File: src/rtl/haar_dwt2d_pipe.sv
// Purpose : one level of the 2-D Haar DWT on a row pair, producing LL/LH/HL/HH for N/2 blocks per beat.
// Latency : 2 clk edges from input acceptance to out_valid when out_ready is held high.
// Backpr. : valid/ready skid-free pipeline; in_ready falls only when both stages hold data and out_ready is low.
//
// Ports:
//   clk, rst_n            - single rising-edge clock, asynchronous active-low reset
//   in_valid / in_ready   - input handshake, one row pair per accepted beat
//   row0, row1            - even / odd row, N pixels of PIX_W bits, pixel 0 in the MSBs
//   mode                  - 0 = raw sums, 1 = floor(raw/4); sampled with the input beat
//   out_valid / out_ready - output handshake, one coefficient set per transferred beat
//   ll, lh, hl, hh        - N/2 signed COEF_W coefficients each, coefficient 0 in the MSBs
//   out_last              - beat is the final row pair of the frame
module haar_dwt2d_pipe #(
   parameter  int PIX_W  = 8,
   parameter  int N      = 8,
   parameter  int ROWS   = 8,
   localparam int COEF_W = PIX_W + 3
) (
   input  logic                      clk,
   input  logic                      rst_n,
   input  logic                      in_valid,
   output logic                      in_ready,
   input  logic [N*PIX_W-1:0]        row0,
   input  logic [N*PIX_W-1:0]        row1,
   input  logic                      mode,
   output logic                      out_valid,
   input  logic                      out_ready,
   output logic [(N/2)*COEF_W-1:0]   ll,
   output logic [(N/2)*COEF_W-1:0]   lh,
   output logic [(N/2)*COEF_W-1:0]   hl,
   output logic [(N/2)*COEF_W-1:0]   hh,
   output logic                      out_last
);

   localparam int NB    = N / 2;               // 2x2 blocks per row pair
   localparam int HW    = NB * COEF_W;         // width of one packed coefficient plane
   localparam int RP    = ROWS / 2;            // row pairs per frame
   localparam int CNT_W = (RP > 1) ? $clog2(RP) : 1;

   // ------------------------------------------------------------------
   // Handshake / stage-load control
   // ------------------------------------------------------------------
   logic s1_valid;
   logic s2_valid;
   logic s1_load;
   logic s2_load;
   logic in_acc;

   // A stage may load when it is empty or when its contents move on this
   // edge; the chain gives a combinational out_ready -> in_ready path.
   assign s2_load  = !s2_valid || out_ready;
   assign s1_load  = !s1_valid || s2_load;
   assign in_ready = s1_load;
   assign in_acc   = in_valid && in_ready;

   // ------------------------------------------------------------------
   // Row-pair counter: frame position of the beat being accepted
   // ------------------------------------------------------------------
   logic [CNT_W-1:0] pair_cnt;
   logic             cnt_last;

   // With ROWS == 2 the counter is pinned at 0 and every beat is last.
   assign cnt_last = (pair_cnt == CNT_W'(RP - 1));

   always_ff @(posedge clk or negedge rst_n) begin
      if (!rst_n) begin
         pair_cnt <= '0;
      end else if (in_acc) begin
         pair_cnt <= cnt_last ? '0 : pair_cnt + 1'b1;
      end
   end

   // ------------------------------------------------------------------
   // Stage 1 combinational: horizontal sum / difference per row
   // ------------------------------------------------------------------
   logic [HW-1:0] hs0_d;   // row0: a + b
   logic [HW-1:0] hd0_d;   // row0: a - b
   logic [HW-1:0] hs1_d;   // row1: c + d
   logic [HW-1:0] hd1_d;   // row1: c - d

   for (genvar k = 0; k < NB; k++) begin : g_horiz
      logic [COEF_W-1:0] px_a;
      logic [COEF_W-1:0] px_b;
      logic [COEF_W-1:0] px_c;
      logic [COEF_W-1:0] px_d;

      // Zero-extend to the coefficient width; two's-complement subtraction
      // at COEF_W then yields the correct signed difference.
      assign px_a = {3'b000, row0[(N-1-2*k)*PIX_W +: PIX_W]};
      assign px_b = {3'b000, row0[(N-2-2*k)*PIX_W +: PIX_W]};
      assign px_c = {3'b000, row1[(N-1-2*k)*PIX_W +: PIX_W]};
      assign px_d = {3'b000, row1[(N-2-2*k)*PIX_W +: PIX_W]};

      assign hs0_d[(NB-1-k)*COEF_W +: COEF_W] = px_a + px_b;
      assign hd0_d[(NB-1-k)*COEF_W +: COEF_W] = px_a - px_b;
      assign hs1_d[(NB-1-k)*COEF_W +: COEF_W] = px_c + px_d;
      assign hd1_d[(NB-1-k)*COEF_W +: COEF_W] = px_c - px_d;
   end

   // ------------------------------------------------------------------
   // Stage 1 registers
   // ------------------------------------------------------------------
   logic [HW-1:0] s1_hs0;
   logic [HW-1:0] s1_hd0;
   logic [HW-1:0] s1_hs1;
   logic [HW-1:0] s1_hd1;
   logic          s1_mode;
   logic          s1_last;

   always_ff @(posedge clk or negedge rst_n) begin
      if (!rst_n) begin
         s1_valid <= 1'b0;
         s1_mode  <= 1'b0;
         s1_last  <= 1'b0;
         s1_hs0   <= '0;
         s1_hd0   <= '0;
         s1_hs1   <= '0;
         s1_hd1   <= '0;
      end else if (s1_load) begin
         // Loading with nothing offered leaves a bubble: valid clears.
         s1_valid <= in_valid;
         if (in_valid) begin
            s1_mode <= mode;
            s1_last <= cnt_last;
            s1_hs0  <= hs0_d;
            s1_hd0  <= hd0_d;
            s1_hs1  <= hs1_d;
            s1_hd1  <= hd1_d;
         end
      end
   end

   // ------------------------------------------------------------------
   // Stage 2 combinational: vertical combination and normalization
   // ------------------------------------------------------------------
   logic [HW-1:0] ll_d;
   logic [HW-1:0] lh_d;
   logic [HW-1:0] hl_d;
   logic [HW-1:0] hh_d;

   for (genvar k = 0; k < NB; k++) begin : g_vert
      logic signed [COEF_W-1:0] hs0;
      logic signed [COEF_W-1:0] hd0;
      logic signed [COEF_W-1:0] hs1;
      logic signed [COEF_W-1:0] hd1;
      logic signed [COEF_W-1:0] ll_raw;
      logic signed [COEF_W-1:0] lh_raw;
      logic signed [COEF_W-1:0] hl_raw;
      logic signed [COEF_W-1:0] hh_raw;

      assign hs0 = s1_hs0[(NB-1-k)*COEF_W +: COEF_W];
      assign hd0 = s1_hd0[(NB-1-k)*COEF_W +: COEF_W];
      assign hs1 = s1_hs1[(NB-1-k)*COEF_W +: COEF_W];
      assign hd1 = s1_hd1[(NB-1-k)*COEF_W +: COEF_W];

      // |LL| <= 4*(2^PIX_W - 1), which fits COEF_W signed with no overflow.
      assign ll_raw = hs0 + hs1;
      assign lh_raw = hs0 - hs1;
      assign hl_raw = hd0 + hd1;
      assign hh_raw = hd0 - hd1;

      // Arithmetic shift on a signed operand floors toward minus infinity.
      assign ll_d[(NB-1-k)*COEF_W +: COEF_W] = s1_mode ? (ll_raw >>> 2) : ll_raw;
      assign lh_d[(NB-1-k)*COEF_W +: COEF_W] = s1_mode ? (lh_raw >>> 2) : lh_raw;
      assign hl_d[(NB-1-k)*COEF_W +: COEF_W] = s1_mode ? (hl_raw >>> 2) : hl_raw;
      assign hh_d[(NB-1-k)*COEF_W +: COEF_W] = s1_mode ? (hh_raw >>> 2) : hh_raw;
   end

   // ------------------------------------------------------------------
   // Stage 2 registers (drive the outputs directly)
   // ------------------------------------------------------------------
   logic [HW-1:0] s2_ll;
   logic [HW-1:0] s2_lh;
   logic [HW-1:0] s2_hl;
   logic [HW-1:0] s2_hh;
   logic          s2_last;

   always_ff @(posedge clk or negedge rst_n) begin
      if (!rst_n) begin
         s2_valid <= 1'b0;
         s2_last  <= 1'b0;
         s2_ll    <= '0;
         s2_lh    <= '0;
         s2_hl    <= '0;
         s2_hh    <= '0;
      end else if (s2_load) begin
         // s2_load is low during a stall, so the outputs hold their value.
         s2_valid <= s1_valid;
         if (s1_valid) begin
            s2_last <= s1_last;
            s2_ll   <= ll_d;
            s2_lh   <= lh_d;
            s2_hl   <= hl_d;
            s2_hh   <= hh_d;
         end
      end
   end

   assign out_valid = s2_valid;
   // The last tag is only meaningful alongside a valid beat.
   assign out_last  = s2_valid && s2_last;
   assign ll        = s2_ll;
   assign lh        = s2_lh;
   assign hl        = s2_hl;
   assign hh        = s2_hh;

endmodule

File: config.mk
export PLATFORM = sky130hd
export DESIGN_NAME = haar_dwt2d_pipe
export DESIGN_NICKNAME = d
export VERILOG_FILES = /design/src/rtl/haar_dwt2d_pipe.sv
export SDC_FILE = /design/constraint.sdc
export NUM_CORES = 1
export LEC_CHECK = 0
export CORE_UTILIZATION = 36
export DETAILED_ROUTE_END_ITERATION = 7
export PLACE_DENSITY = 0.57
export SLEW_MARGIN = 15
export SYNTH_ARGS = -nofsm -noshare
export SYNTH_HDL_FRONTEND = slang
export SYNTH_SLANG_ARGS = --single-unit
File: constraint.sdc
create_clock -name clk -period 2.6 [get_ports clk]
set_input_delay 0.26 -clock clk [delete_from_list [all_inputs] [get_ports clk]]
set_output_delay 0.26 -clock clk [all_outputs]
set_load 0.03 [all_outputs]
==> flow_summary.json <==
{
  "dpl_cell_area_um2": 28700,
  "critPathLaunchType": "flop",
  "synth-async-reset-ratio_pct": 100,
  "power.leakage_uw": 0.0137,
  "ys_warn_count": 0,
  "grt_usage_pct": 22.3,
  "fin_crit_sh_pct": 95.8,
  "drv_slew": 0,
  "route.detailed.drc": 18,
  "finalWorstSetupSlack_ps": 110,
  "avgSynthCellArea_um2": 8.53,
  "dieArea_um2": 68100,
  "power.density_nw_per_um2": 1020,
  "setup-tns-final_ps": 0,
  "antenna_found_initial": 0,
  "insertion_delay_ps": 560,
  "worst-path-max-fanout": 4,
  "routed_via_density": 5.34,
  "avgRoutedWirePerCell_um": 19.2,
  "sequentialPowerShare_pct": 26.6,
  "yosys.area.top_type": "dfrtp_1",
  "netlist_instances": 2831,
  "cp_data_required_time_ps": 3020,
  "place_congestion": 0.896,
  "ioPinCount": 312,
  "tightestPinTransition_ps": 568,
  "max-cap-violations": 0,
  "layout-drive-gt1-share_pct": 6.55,
  "synth.top_cells.by_area": "dfrtp_1, ha_1, o21ai_0, nand2_1, inv_1",
  "drt_iter0_markers": 1396,
  "critPathArrivalTime_ps": 2910,
  "power_switching_uw": 13600,
  "finalInstanceArea_um2": 30100,
  "dp_slack_ps": 6.27,
  "status": "finished with violations",
  "reg2reg_depth": 9,
  "endpoint_kind": "flop",
  "hold_viol_final": 0,
  "start_util_pct": 36.5,
  "p_int_uw": 17000,
  "power_frac_clock_pct": 19.4,
  "final_cell_mix": "dfrtp_1, clkdlybuf4s50_1, ha_1, nand2_1, inv_1",
  "area_growth_pct": 24.8,
  "p_comb_share_pct": 54.0,
  "ys.flop_type": "dfrtp_1",
  "htree_levels": 2,
  "post_cts_buffers": 0,
  "dp_hpwl_um": 59600,
  "slew_headroom_pct": 61.1,
  "ys_ff_latch": 315,
  "swShare_pct": 44.5,
  "n_antenna_cell": 0,
  "port_buffers": 307,
  "min_path_type": "in -> async",
  "failed_checks": "design-rule violations",
  "fmax_ghz": 0.402,
  "routed_wl_um": 77000,
  "first_global_vias": 21100,
  "core_area_um2": 66100,
  "vias": 21500,
  "synth_cell_types": 71,
  "antenna_left": 0,
  "r2r_setup_slack_ps": 110,
  "cts_buffers": 41,
  "mostFrequentLayoutCell": "dfrtp_1",
  "setup_viol": 0,
  "criticalPathCategory": "reg -> reg",
  "clkTransAtPathRegs_ps": 60,
  "ys_seq_area_share_pct": 32.6,
  "synth.top_cell.area_share_pct": 32.6,
  "nNetsFinal": 3559,
  "fp-row-count": 94,
  "grt_start_max_net_pins": 70,
  "fin_hold_ws_ps": 223,
  "cts_root_buffer": "clkbuf_16",
  "die_y_um": 261,
  "skew_ps": 12.2,
  "grt_overflow": 0,
  "period_minus_slack_ps": 2490,
  "die_w_um": 261,
  "clockBufferDepth": 3,
  "cts_tree": "yes",
  "nFillCells": 6422,
  "first_pass_iters": 8,
  "syn_area_um2": 24200,
  "cts_sinks": 315,
  "peakVddDrop_uv": 588,
  "grt_first_pass_wirelength_um": 119000,
  "synth_edf_count": 0
}
[final timing paths]
check | startpoint | endpoint
max | s1_hs0[11] | hh[20]
min in group clk | mode | s1_mode
max in group asynchronous | rst_n | s2_last
min | rst_n | ll[12]
max reg2reg | s1_hs0[11] | hh[20]
min reg2reg | hh[40] | hh[40]
[what timing repair did]
| action | 4_1_cts | 5_1_grt |
|---|---|---|
| hold buffers | 1 | 0 |
| endpoints found under the hold margin | 46 | 0 |
| endpoints found under the setup margin | 0 | 22 |
| gates resized for setup | 0 | 14 |
[metrics by stage]
stage / total power [uW] / utilization [%] / std cells
2_1_floorplan: 18000 / - / 2834
3_3_place_gp: 24400 / 43.4 / 3948
3_5_place_dp: 24600 / 43.4 / 3948
4_1_cts: 30700 / 45.5 / 4022
5_1_grt: 32600 / 45.6 / 4022
6_report: 30600 / 45.6 / 4022
[cells by family (layout without fill, tap and decap cells)]
family                   count (synthesis)  count (layout)  synth area share [%]
AO/OA/AOI/OAI                          842             842                  22.7
other                                    1               4                0.0155
AND/OR/NAND/NOR                        821             821                  15.9
XOR/XNOR                               120             120                  4.35
multiplexers                            41              41                  1.75
adder cells (fa/ha/maj)                298             298                  16.4
buffers and inverters                  393             717                  6.29
flip-flops                             315             315                  32.6
[sequential cells by signal (all words and copies together) (netlist names), 2 cells and up]
| signal | flops |
|---|---|
| s1_hd0 | 32 |
| s1_hs1 | 34 |
| s1_hs0 | 36 |
| lh | 44 |
| ll | 40 |
| pair_cnt | 2 |
| hh | 44 |
| s1_hd1 | 34 |
| hl | 44 |
[power by group through the flow]
stage,logic [uW],registers (uW),clock network [uW]
after detailed placement,16400,8240,0
after floorplan,7970,10100,0
final,16500,8160,5940
after global placement,16200,8210,0
after CTS,16500,8190,6090
after global routing,17900,8370,6280
[synthesized netlist by cell type, types with 42 or more instances]
cell and count:
o21bai_1 52, dfrtp_1 315, ha_1 266, xnor2_1 84, nor2b_1 42, nand2b_1 93, o21ai_0 228, a21oi_1 163
nor3_1 77, a211oi_1 55, inv_1 246, o31ai_1 60, nor2_1 235, nand2_1 259, or3_1 42, clkbuf_1 117
[worst max-delay path, stage by stage, from the launching register on]
cell and delay [ps]:
dfrtp_1 350, inv_1 70, ha_1 240, fa_1 440
nor2b_4 140, o31a_1 200, o31a_1 260, o22ai_4 130
a21oi_1 360, a311oi_1 160
[metal layers]
metal  track usage (%)  vias to the layer above  part of all wire [%]
li1                  -                    10400                     -
met1              30.1                    10400                    46
met2              37.2                      565                    47
met3              3.77                       93                   5.3
met4              5.31                        0                   1.9
met5                 0                        -                     0
[layout make-up]
cell class              count  area, um2  share of cell area (%)
repair buffers            397       4020                    13.3
multi-input cells        2126      14800                    49.2
clock inverters            15        186                   0.619
well taps                 864       1080                    3.59
clock buffers              58       1200                    3.99
flip-flops and latches    315       7890                    26.2
inverters                 247        927                    3.08
(Power assumes the default switching activity.)
==> patch, RTL diff (same flow settings) <==
`ROWS`: 8 -> 4.
--- a/src/rtl/haar_dwt2d_pipe.sv
+++ b/src/rtl/haar_dwt2d_pipe.sv
@@ -15,3 +15,3 @@
    parameter  int N      = 8,
-   parameter  int ROWS   = 8,
+   parameter  int ROWS   = 4,
    localparam int COEF_W = PIX_W + 3
Behaviour: not the same (a bounded check fails within 4 cycles, from zero or initial values and one cycle with rst_n low).
==> patch against the original RTL <==
Non-clock buffer count up 38. Via count up 3.1%. Sequential cell count down 1. Area after synthesis up 1.3%. Wire length up 12%. Utilization about the same. Sequential power up 0.7%. Synthesized cell count up 1.0%. Total power up 2.0%. Cell count up 1.8%. Setup slack better by 48 ps. Final area up 1.5%.
==> patch: results (changes against the original RTL) <==
<table>
<tr><th>Metric</th><th>Value</th></tr>
<tr><th colspan="2">Final layout</th></tr>
<tr><td>Layout cells sized above 1</td><td>8.44% (+1.9 points)</td></tr>
<tr><td>Final cell count without fillers</td><td>4,094 (+1.8%)</td></tr>
<tr><td>Net total in the final layout</td><td>3,622 (+1.8%)</td></tr>
<tr><th colspan="2">Placed design</th></tr>
<tr><td>Last weighted congestion value of the routability-driven placer</td><td>0.913 (+1.8%)</td></tr>
<tr><td>Area of placed instances</td><td>29,200 um^2 (+1.7%)</td></tr>
<tr><td>Placement Setup Slack</td><td>-45.0 ps (-51.3 ps)</td></tr>
<tr><td>Number of placed instances, taps included</td><td>4,021 (+1.8%)</td></tr>
<tr><td>DP Wirelength</td><td>68.2 mm (+14%)</td></tr>
<tr><th colspan="2">Setup path</th></tr>
<tr><td>Top fanout value on the critical path</td><td>3 (-1)</td></tr>
<tr><td>Critical-path top delay cell</td><td>sky130_fd_sc_hd__dfrtp_1</td></tr>
<tr><td>Critical path's largest stage delay</td><td>400 ps (-40 ps)</td></tr>
<tr><th colspan="2">Yosys</th></tr>
<tr><td>Cell count after synthesis</td><td>2,860 (+1.0%)</td></tr>
<tr><td>Synth unique cells</td><td>83 (+17%)</td></tr>
<tr><td>Part of the Yosys area used for sequential elements</td><td>32.1% (-0.52 points)</td></tr>
<tr><th colspan="2">Routing</th></tr>
<tr><td>Vias after detailed routing</td><td>22,135 (+3.1%)</td></tr>
<tr><td>Number of DRC violations after detailed-routing iteration 0</td><td>1,649 (+18%)</td></tr>
<tr><td>Detailed-router iteration count before antenna repair</td><td>6 (-2)</td></tr>
<tr><th colspan="2">Pwr</th></tr>
<tr><td>Part of the power in registers</td><td>26.3% (-0.3 points)</td></tr>
<tr><td>Static Leak</td><td>13.8 nW (+0.90%)</td></tr>
<tr><td>Worst IR drop on VDD</td><td>0.509 mV (-13%)</td></tr>
<tr><td>Clock net power</td><td>5.70 mW (-4.0%)</td></tr>
<tr><th colspan="2">Outcome</th></tr>
<tr><td>Outcome</td><td>finished clean</td></tr>
<tr><th colspan="2">GRT</th></tr>
<tr><td>Met3 usage</td><td>4.24% (+0.48 points)</td></tr>
<tr><td>Number of antenna violations at the first check in global routing</td><td>2 (+2)</td></tr>
<tr><td>Met1 Use GR</td><td>37.6% (+7.4 points)</td></tr>
<tr><td>Via count of the first global-routing pass</td><td>21,413 (+1.6%)</td></tr>
<tr><td>First-pass GRT wire length</td><td>131 mm (+9.9%)</td></tr>
<tr><td>Met2 Use GR</td><td>35.6% (-1.6 points)</td></tr>
<tr><td>Overall fraction of global-route tracks in use</td><td>24.5% (+2.1 points)</td></tr>
<tr><th colspan="2">Clock network</th></tr>
<tr><td>Number of buffers created by CTS</td><td>39 (-4.9%)</td></tr>
<tr><td>Worst skew pair latency</td><td>580 ps (+20 ps)</td></tr>
<tr><th colspan="2">STA</th></tr>
<tr><td>Worst-case headroom to the max-slew limit</td><td>50.4% (-11 points)</td></tr>
<tr><td>Final worst clock skew</td><td>25.4 ps (+13.1 ps)</td></tr>
</table>
==> patch: changes by cell type after synthesis, moves of 12 or more <==
cell / delta
sky130_fd_sc_hd__nor2_1: -17
sky130_fd_sc_hd__a211oi_1: -13
sky130_fd_sc_hd__nand2b_1: -15
sky130_fd_sc_hd__nor3_1: +27
sky130_fd_sc_hd__a21oi_1: -12
sky130_fd_sc_hd__clkbuf_1: -19
sky130_fd_sc_hd__o21a_1: +21
==> patch: per-layer routing <==
metal | routed length, um | up-vias
met5 | 11 | -
met4 | 1560 | 2
met3 | 5650 | 84
met2 | 35600 | 640
met1 | 43200 | 10771
li1 | - | 10638
==> patch: final cells by class <==
cell class / instances / area [um^2] / area share [%]
multi-input cells: 2146 / 15100 / 49.5
repair buffers: 435 / 4230 / 13.8
clock inverters: 18 / 236 / 0.773
clock buffers: 52 / 1070 / 3.51
well taps: 873 / 1090 / 3.57
inverters: 256 / 961 / 3.14
flip-flops and latches: 314 / 7860 / 25.7
==> patch: cell families (layout without fill, tap and decap cells) <==
logic type	count (synthesis)	in the layout	share of synthesized area, %
buffers and inverters	403	761	6.49
flip-flops	314	314	32.1
AND/OR/NAND/NOR	821	821	15.6
XOR/XNOR	115	115	4.12
multiplexers	47	47	2.02
other	1	4	0.0153
adder cells (fa/ha/maj)	297	297	16.2
AO/OA/AOI/OAI	862	862	23.4
==> patch: path summary, 6_finish.rpt <==
kind                           start       to  slack [ps]  cells past startpoint
max                        s1_hs0[0]    hh[6]         160                     10
min                            rst_n   hh[33]         240                      2
max reg2reg                s1_hs0[0]    hh[6]         160                     10
min reg2reg                   hh[12]   hh[12]         480                      2
max in group asynchronous      rst_n  s1_mode        1560                      3
min in group clk                mode  s1_mode         310                      3
